[src/rtl/register_file_bypass.sv]
// 16x16 architectural register file: two combinational read ports, one write port,
// same-cycle write-to-read bypass, optional hardwired-zero R0.
module register_file_bypass #(
  parameter int DATA_WIDTH  = 16,
  parameter int ADDR_WIDTH  = 4,
  parameter bit HARDWIRE_R0 = 1'b0
) (
  input  logic                  clk,
  input  logic                  rst,
  input  logic [ADDR_WIDTH-1:0] SrcReg1,
  input  logic [ADDR_WIDTH-1:0] SrcReg2,
  input  logic [ADDR_WIDTH-1:0] DstReg,
  input  logic                  WriteReg,
  input  logic [DATA_WIDTH-1:0] DstData,
  output logic [DATA_WIDTH-1:0] SrcData1,
  output logic [DATA_WIDTH-1:0] SrcData2
);

  localparam int NUM_REGS = 2 ** ADDR_WIDTH;

  logic [DATA_WIDTH-1:0] regs [NUM_REGS];
  logic [NUM_REGS-1:0]   wr_line;
  logic [NUM_REGS-1:0]   rd_line1;
  logic [NUM_REGS-1:0]   rd_line2;
  logic [DATA_WIDTH-1:0] stored1;
  logic [DATA_WIDTH-1:0] stored2;
  logic                  bypass1;
  logic                  bypass2;

  function automatic logic [NUM_REGS-1:0] decode(input logic [ADDR_WIDTH-1:0] idx);
    logic [NUM_REGS-1:0] line;
    line      = '0;
    line[idx] = 1'b1;
    return line;
  endfunction

  // Masking wordline 0 when R0 is hardwired kills both its write and its bypass.
  always_comb begin
    wr_line  = WriteReg ? decode(DstReg) : '0;
    rd_line1 = decode(SrcReg1);
    rd_line2 = decode(SrcReg2);
    if (HARDWIRE_R0) begin
      wr_line[0]  = 1'b0;
      rd_line1[0] = 1'b0;
      rd_line2[0] = 1'b0;
    end
  end

  always_ff @(posedge clk or posedge rst) begin
    if (rst) begin
      for (int i = 0; i < NUM_REGS; i++) regs[i] <= '0;
    end else begin
      for (int i = 0; i < NUM_REGS; i++) begin
        if (wr_line[i]) regs[i] <= DstData;
      end
    end
  end

  // AND-OR read mux: each wordline gates its register, results ORed per bit.
  always_comb begin
    stored1 = '0;
    stored2 = '0;
    for (int i = 0; i < NUM_REGS; i++) begin
      stored1 = stored1 | (regs[i] & {DATA_WIDTH{rd_line1[i]}});
      stored2 = stored2 | (regs[i] & {DATA_WIDTH{rd_line2[i]}});
    end
  end

  assign bypass1 = !rst && |(wr_line & rd_line1);
  assign bypass2 = !rst && |(wr_line & rd_line2);

  always_comb begin
    SrcData1 = '0;
    SrcData2 = '0;
    if (!rst) begin
      SrcData1 = bypass1 ? DstData : stored1;
      SrcData2 = bypass2 ? DstData : stored2;
    end
  end

endmodule

[config.mk]
export PLATFORM = sky130hd
export DESIGN_NAME = register_file_bypass
export DESIGN_NICKNAME = d
export VERILOG_FILES = /design/src/rtl/register_file_bypass.sv
export SDC_FILE = /design/constraint.sdc
export NUM_CORES = 1
export LEC_CHECK = 0
export CELL_PAD_IN_SITES_DETAIL_PLACEMENT = 1
export CELL_PAD_IN_SITES_GLOBAL_PLACEMENT = 2
export CORE_UTILIZATION = 30
export CTS_BUF_LIST = sky130_fd_sc_hd__clkbuf_8
export CTS_CLUSTER_DIAMETER = 30
export CTS_CLUSTER_SIZE = 10
export DETAILED_ROUTE_END_ITERATION = 16
export HOLD_SLACK_MARGIN = 0.05
export PLACE_DENSITY_LB_ADDON = 0.05
export SLEW_MARGIN = 15
export SYNTH_ARGS = -nofsm -noshare
export SYNTH_HDL_FRONTEND = slang
export SYNTH_SLANG_ARGS = --single-unit
export TNS_END_PERCENT = 50
[constraint.sdc]
create_clock -name clk -period 20.4 [get_ports clk]
set_clock_uncertainty 0.1 [all_clocks]
set_input_delay 2.04 -clock clk [delete_from_list [all_inputs] [get_ports clk]]
set_output_delay 2.04 -clock clk [all_outputs]
set_load 0.05 [all_outputs]
==> summary.txt, run 1 <==
Power and ir drop
  • Worst vdd ir: 0.0000616 V
  • Pleak: 7.47 nW
  • Power density cells: 113 nW/µm²
  • Total power: 2.07 mW

Global route
  • Antenna violations before repair: 0
  • Largest net degree at the start of global routing: 78
  • Grt total ovfl: 0
  • Total Routing Usage GR: 0.314
  • Vias in the first global route: 13474
  • First-pass GRT wire length: 110000 µm

Drt
  • Routed Antenna Nets: 0
  • Routed length per instance: 36.4 µm
  • DRT Wirelength: 78600 µm
  • DRC: 0
  • Via count: 13122
  • DRT iter0 DRCs: 1268
  • Vias per std cell: 6.08
  • Detailed Routing Iterations Pass 1: 6

Critical path
  • Critical path fanouts, max: 55
  • Worst Reg-to-Reg Cells: 1
  • Cell chain of the critical path: buf_2 > buf_4 > nor2_2 > buf_4 > a31o_2 > nand4bb_1 > a2111oi_0 > nor3_1 > clkdlybuf4s50_1
  • Arr. time, crit path: 6.47 ns
  • CP required: 18.26 ns
  • Worst Setup SP: SrcReg1[3]
  • WS Path Type: primary input to primary output
  • R2R Path Start: regs[151]$_DFFE_PP0P_
  • Slowest-stage cell, CP: a2111oi_0
  • Crit-path max cell delay: 0.95 ns
  • Worst setup path end: SrcData1[11]
  • Worst reg2reg endpoint: regs[151]$_DFFE_PP0P_
  • Startpoint types: primary input
  • Crit end category: primary output
  • Most used cell, CP: buf_4
  • Reg2reg setup slack: 19.44 ns

Floorplan
  • # rows: 81
  • Die H: 226 µm
  • Core region area: 49200 µm²
  • Die area: 50900 µm²
  • Top-Level Pins: 63
  • Die X-Extent: 226 µm
  • Initial Util: 0.305

Logic synthesis
  • Seq/Total Area, Yosys: 0.427
  • Post-synth top area cell: dfrtp_1
  • Post-synth top area share: 0.427
  • Primary FF master, synth: dfrtp_1
  • FF+latch count, synth: 256
  • Netlist cell types: 69
  • Mapped Cells: 1342
  • Synth area leaders: dfrtp_1, mux2_2, mux2i_1
  • EDFF count, synth: 0
  • Synthesis warning total: 0
  • Fraction of registers with async set/reset: 1.00
  • Synthesized area: 15000 µm²
  • Syn Nets: 1373
  • Avg Synthesized Cell Area: 11.2 µm²

Layout
  • Final #Nets: 1457
  • Commonest non-fill, non-tap cell in the layout: mux2_2
  • Synth-to-Final Area Change: 22.2%
  • Post-Layout Inst Area: 18300 µm²
  • Max FFs per register: 256
  • Share of cells above drive strength 1: 0.376
  • Biggest register: regs
  • Top Registers: regs x256
  • Commonest cells after routing, fill and taps aside: mux2_2, dfrtp_1, clkbuf_8
  • # fillers: 5342
  • Ant diodes: 0

Placement
  • Gpl congestion: 0.863
  • PortBufs: 62
  • DP Area: 16400 µm²
  • Place WS: 11.91 ns
  • HPWL Detailed: 49900 µm

CTS
  • Worst-Skew Late Latency: 0.67 ns
  • H-tree Lvls: 3
  • Cts bufs inserted: 85
  • Post_cts resized: 0
  • CTS Hold Buffers Added: 0
  • Post-CTS setup buffers: 0
  • CTS clk-pin slew, worst paths: 0.05 ns
  • CTS Sinks: 256
  • Root Driver: clkbuf_8
  • CTS tree: done
  • CTS max path bufs: 3

Timing
  • Final hold violation count: 0
  • Slew @ Worst Pin: 1.23 ns
  • Slew margin rel.: 0.171
  • Setup slack after layout: 11.79 ns
  • RSZ-0062 raised after global routing: no
  • Setup total negative slack: 0 ns
  • Final Max Tran Viols: 0
  • Max Freq: 116 MHz
  • Tmin final: 8.61 ns
  • Endpoints failing setup: 0
  • Fin crit share: 0.422

Hold path
  • Worst Min Path Start: regs[117]$_DFFE_PP0P_
  • HP Class: register to register

Job
  • Max-Cap Viols: 0

Status
  • Status: completed
per-layer routing:
layer  track usage  vias up  share of wire
met3        0.0666      142          0.072
met2         0.483      596           0.45
met4         0.106        0          0.030
met1         0.436     6993           0.45
met5             0        -              0
li1              -     5391              -
where the power goes:
group	switching [mW]	internal, mW
combinational	0.219	0.193
clock	0.315	0.590
sequential	0.121	0.628
total	0.655	1.41
area by class of cell:
cell class,count,area (µm²),share of cell area
multi-input combinational,949,8030,0.438
sequential,256,6410,0.350
clock buffer,108,1490,0.0811
timing repair buffer,124,1050,0.0571
tap,664,831,0.0453
clock inverter,49,483,0.0264
inverter,10,45.0,0.00246
per-stage QoR:
stage	hold slack [ns]	utilization	std cells
6_report	0.401	0.373	2160
5_1_grt	0.427	0.373	2160
4_1_cts	0.406	0.373	2160
3_5_place_dp	0.395	0.333	2003
3_3_place_gp	0.390	0.333	2003
2_1_floorplan	0.360	-	1342
worst min-delay path by stage:
stage	slack [ns]	cells past startpoint	endpoint
final	0.40	2	regs[117]$_DFFE_PP0P_
after global routing	0.43	2	regs[117]$_DFFE_PP0P_
after CTS	0.41	2	regs[117]$_DFFE_PP0P_
after detailed placement	0.39	2	regs[117]$_DFFE_PP0P_
after global placement	0.39	2	regs[117]$_DFFE_PP0P_
after floorplan	0.36	2	regs[53]$_DFFE_PP0P_
kinds of logic after synthesis:
kind of cell	after synthesis	share of synthesized area
buf+inv	137	0.0415
flops	256	0.427
mux	350	0.265
xor+xnor	3	0.00175
compound gates	362	0.185
simple gates	234	0.0789
cell usage after synthesis (10+ instances only):
| master | number |
|---|---|
| a21oi_1 | 56 |
| a221oi_1 | 32 |
| a22o_1 | 31 |
| a22oi_1 | 49 |
| a311oi_1 | 13 |
| a32o_1 | 15 |
| a32oi_1 | 22 |
| buf_2 | 38 |
| clkbuf_1 | 69 |
| dfrtp_1 | 256 |
| mux2_2 | 289 |
| mux2i_1 | 52 |
| nand2_1 | 54 |
| nand2b_1 | 10 |
| nand3_1 | 20 |
| nor2_1 | 66 |
| nor2b_1 | 25 |
| nor3_1 | 17 |
| o211ai_1 | 10 |
| o21ai_0 | 45 |
| o22ai_1 | 10 |
critical path: cells and delay by family:
kind | cells | cell delay, ns
buffers and inverters | 4 | 2.12
AO/OA/AOI/OAI | 2 | 1.27
AND/OR/NAND/NOR | 3 | 1.01
(Power assumes the default switching activity.)
==> run 2, diff against run 1 <==
- clock period: 20.4 -> 8.4 ns (I/O delays scaled with it)
==> summary.txt, run 2 (synthesized netlist as in run 1, its figures left out) <==
Drt
  • Via count: 13119 (-0.023%)
  • Routed Antenna Nets: 0 (unchanged)
  • Vias per std cell: 6.09 (+0.30%)
  • Routed length per instance: 36.1 µm (-0.90%)
  • DRT iter0 DRCs: 1373 (+8.3%)
  • DRC: 0 (unchanged)
  • Detailed Routing Iterations Pass 1: 6 (unchanged)
  • DRT Wirelength: 77600 µm (-1.2%)

Critical path
  • Arr. time, crit path: 5.05 ns (-1.42 ns)
  • CP required: 7.46 ns (-10.80 ns)
  • Startpoint types: primary input
  • Critical path fanouts, max: 14 (-75%)
  • Crit end category: primary output
  • WS Path Type: primary input to primary output

Layout
  • Biggest register: regs
  • Synth-to-Final Area Change: 21.4%
  • Max FFs per register: 256 (unchanged)
  • Top Registers: regs x256
  • Commonest non-fill, non-tap cell in the layout: mux2_2
  • Post-Layout Inst Area: 18200 µm² (-0.61%)
  • Share of cells above drive strength 1: 0.368 (-0.00806)
  • Commonest cells after routing, fill and taps aside: mux2_2, dfrtp_1, clkbuf_8
  • Final #Nets: 1456 (-0.069%)

Timing
  • Setup total negative slack: 0 ns (unchanged)
  • Slew @ Worst Pin: 1.26 ns (+0.0311 ns)
  • Tmin final: 5.99 ns
  • RSZ-0062 raised after global routing: no
  • Max Freq: 167 MHz
  • Endpoints failing setup: 0 (unchanged)
  • Fin crit share: 0.713
  • Final hold violation count: 0 (unchanged)
  • Final Max Tran Viols: 0 (unchanged)
  • Slew margin rel.: 0.156 (-0.0157)
  • WHS: 0.421 ns (+0.0197 ns)

CTS
  • CTS Sinks: 256 (unchanged)
  • Worst-Skew Late Latency: 0.69 ns (+0.02 ns)
  • CTS max path bufs: 3 (unchanged)
  • CTS clk-pin slew, worst paths: 0.05 ns (about the same)
  • Cts bufs inserted: 81 (-4.7%)
  • Post-CTS setup buffers: 0 (unchanged)
  • H-tree Lvls: 3 (unchanged)
  • Post_cts resized: 0 (unchanged)
  • CTS tree: done
  • CTS Hold Buffers Added: 0 (unchanged)
  • Root Driver: clkbuf_8

Floorplan
  • Die H: 226 µm (unchanged)
  • Die area: 50900 µm² (unchanged)
  • # rows: 81 (unchanged)
  • Top-Level Pins: 63 (unchanged)
  • Die X-Extent: 226 µm (unchanged)
  • Core region area: 49200 µm² (unchanged)
  • Initial Util: 0.305 (unchanged)

Global route
  • First-pass GRT wire length: 110000 µm (-0.24%)
  • Total Routing Usage GR: 0.312 (-0.00204)
  • Grt total ovfl: 0 (unchanged)
  • Largest net degree at the start of global routing: 148 (+90%)
  • Antenna violations before repair: 2 (+2)
  • Vias in the first global route: 13613 (+1.0%)

Power and ir drop
  • Worst vdd ir: 0.000125 V (+100%)
  • Pleak: 7.44 nW (-0.32%)
  • Power density cells: 268 nW/µm² (+140%)

Status
  • Status: completed

Placement
  • Gpl congestion: 0.924 (+7.1%)
  • PortBufs: 62 (unchanged)
  • DP Area: 16400 µm² (+0.23%)
  • HPWL Detailed: 50200 µm (+0.76%)

Hold path
  • HP Class: register to register

Job
  • Max-Cap Viols: 0 (unchanged)
[run 2: cell count changes in the layout (fill, tap and decap cells not counted), moves of 2 or more]
cell and change:
clkinv_2 -2, nor2b_1 +2, nor2b_2 -2, clkbuf_8 -7, buf_12 +2, inv_1 +4
clkinvlp_4 -6
[run 2: metal layers]
metal / part of all wire / vias to the layer above / global-route usage / wire [µm]
met2: 0.44 / 590 / 0.470 / 34300
met4: 0.034 / 0 / 0.114 / 2600
li1: - / 5385 / - / -
met3: 0.069 / 146 / 0.0697 / 5350
met1: 0.46 / 6998 / 0.436 / 35400
met5: 0 / - / 0 / 0
[run 2: cell type report]
| class | count | area, µm² |
|---|---|---|
| Clock buffer | 101 | 1390 |
| Tap cell | 664 | 831 |
| Sequential cell | 256 | 6410 |
| Clock inverter | 45 | 428 |
| Multi-Input combinational cell | 949 | 8020 |
| Antenna cell | 1 | 2.50 |
| Fill cell | 5360 | 30900 |
| Timing Repair Buffer | 127 | 1090 |
| Inverter | 10 | 41.3 |
[run 2: critical path, stage by stage]
cell and delay [ns]:
clkdlybuf4s50_1 0.78, xor2_1 0.31, o32ai_1 0.13, a31o_2 0.28
nor4bb_4 1.08, buf_4 0.41, nor2_1 0.07, a311oi_1 0.28
clkdlybuf4s50_1 0.85
[run 2: where the power goes]
group          total [mW]  internal (mW)  switching [mW]
clock                2.05           1.33           0.728
sequential           1.83           1.53           0.302
combinational        1.00          0.471           0.534
[run 2: stage by stage]
| stage | cells | util | setup WS, ns | power [mW] |
|---|---|---|---|---|
| floorplan | 1342 | - | 1.81 | 2.40 |
| CTS | 2152 | 0.370 | 2.49 | 4.92 |
| global placement | 2006 | 0.334 | 2.62 | 2.81 |
| detailed placement | 2006 | 0.334 | 2.50 | 2.83 |
| finish | 2153 | 0.371 | 2.41 | 4.88 |
| global route | 2152 | 0.370 | 2.24 | 5.09 |
[run 2: final timing paths]
| path | from | end | slack [ns] | cells after the start |
|---|---|---|---|---|
| max in group asynchronous | rst | regs[14]$_DFFE_PP0P_ | 6.70 | 5 |
| worst min register to register | regs[181]$_DFFE_PP0P_ | regs[181]$_DFFE_PP0P_ | 0.42 | 2 |
| min in group asynchronous | rst | regs[12]$_DFFE_PP0P_ | 0.61 | 4 |
| worst min-delay path | regs[181]$_DFFE_PP0P_ | regs[181]$_DFFE_PP0P_ | 0.42 | 2 |
| worst max-delay path | DstReg[0] | SrcData1[15] | 2.41 | 9 |
| worst max register to register | regs[114]$_DFFE_PP0P_ | regs[114]$_DFFE_PP0P_ | 7.44 | 1 |
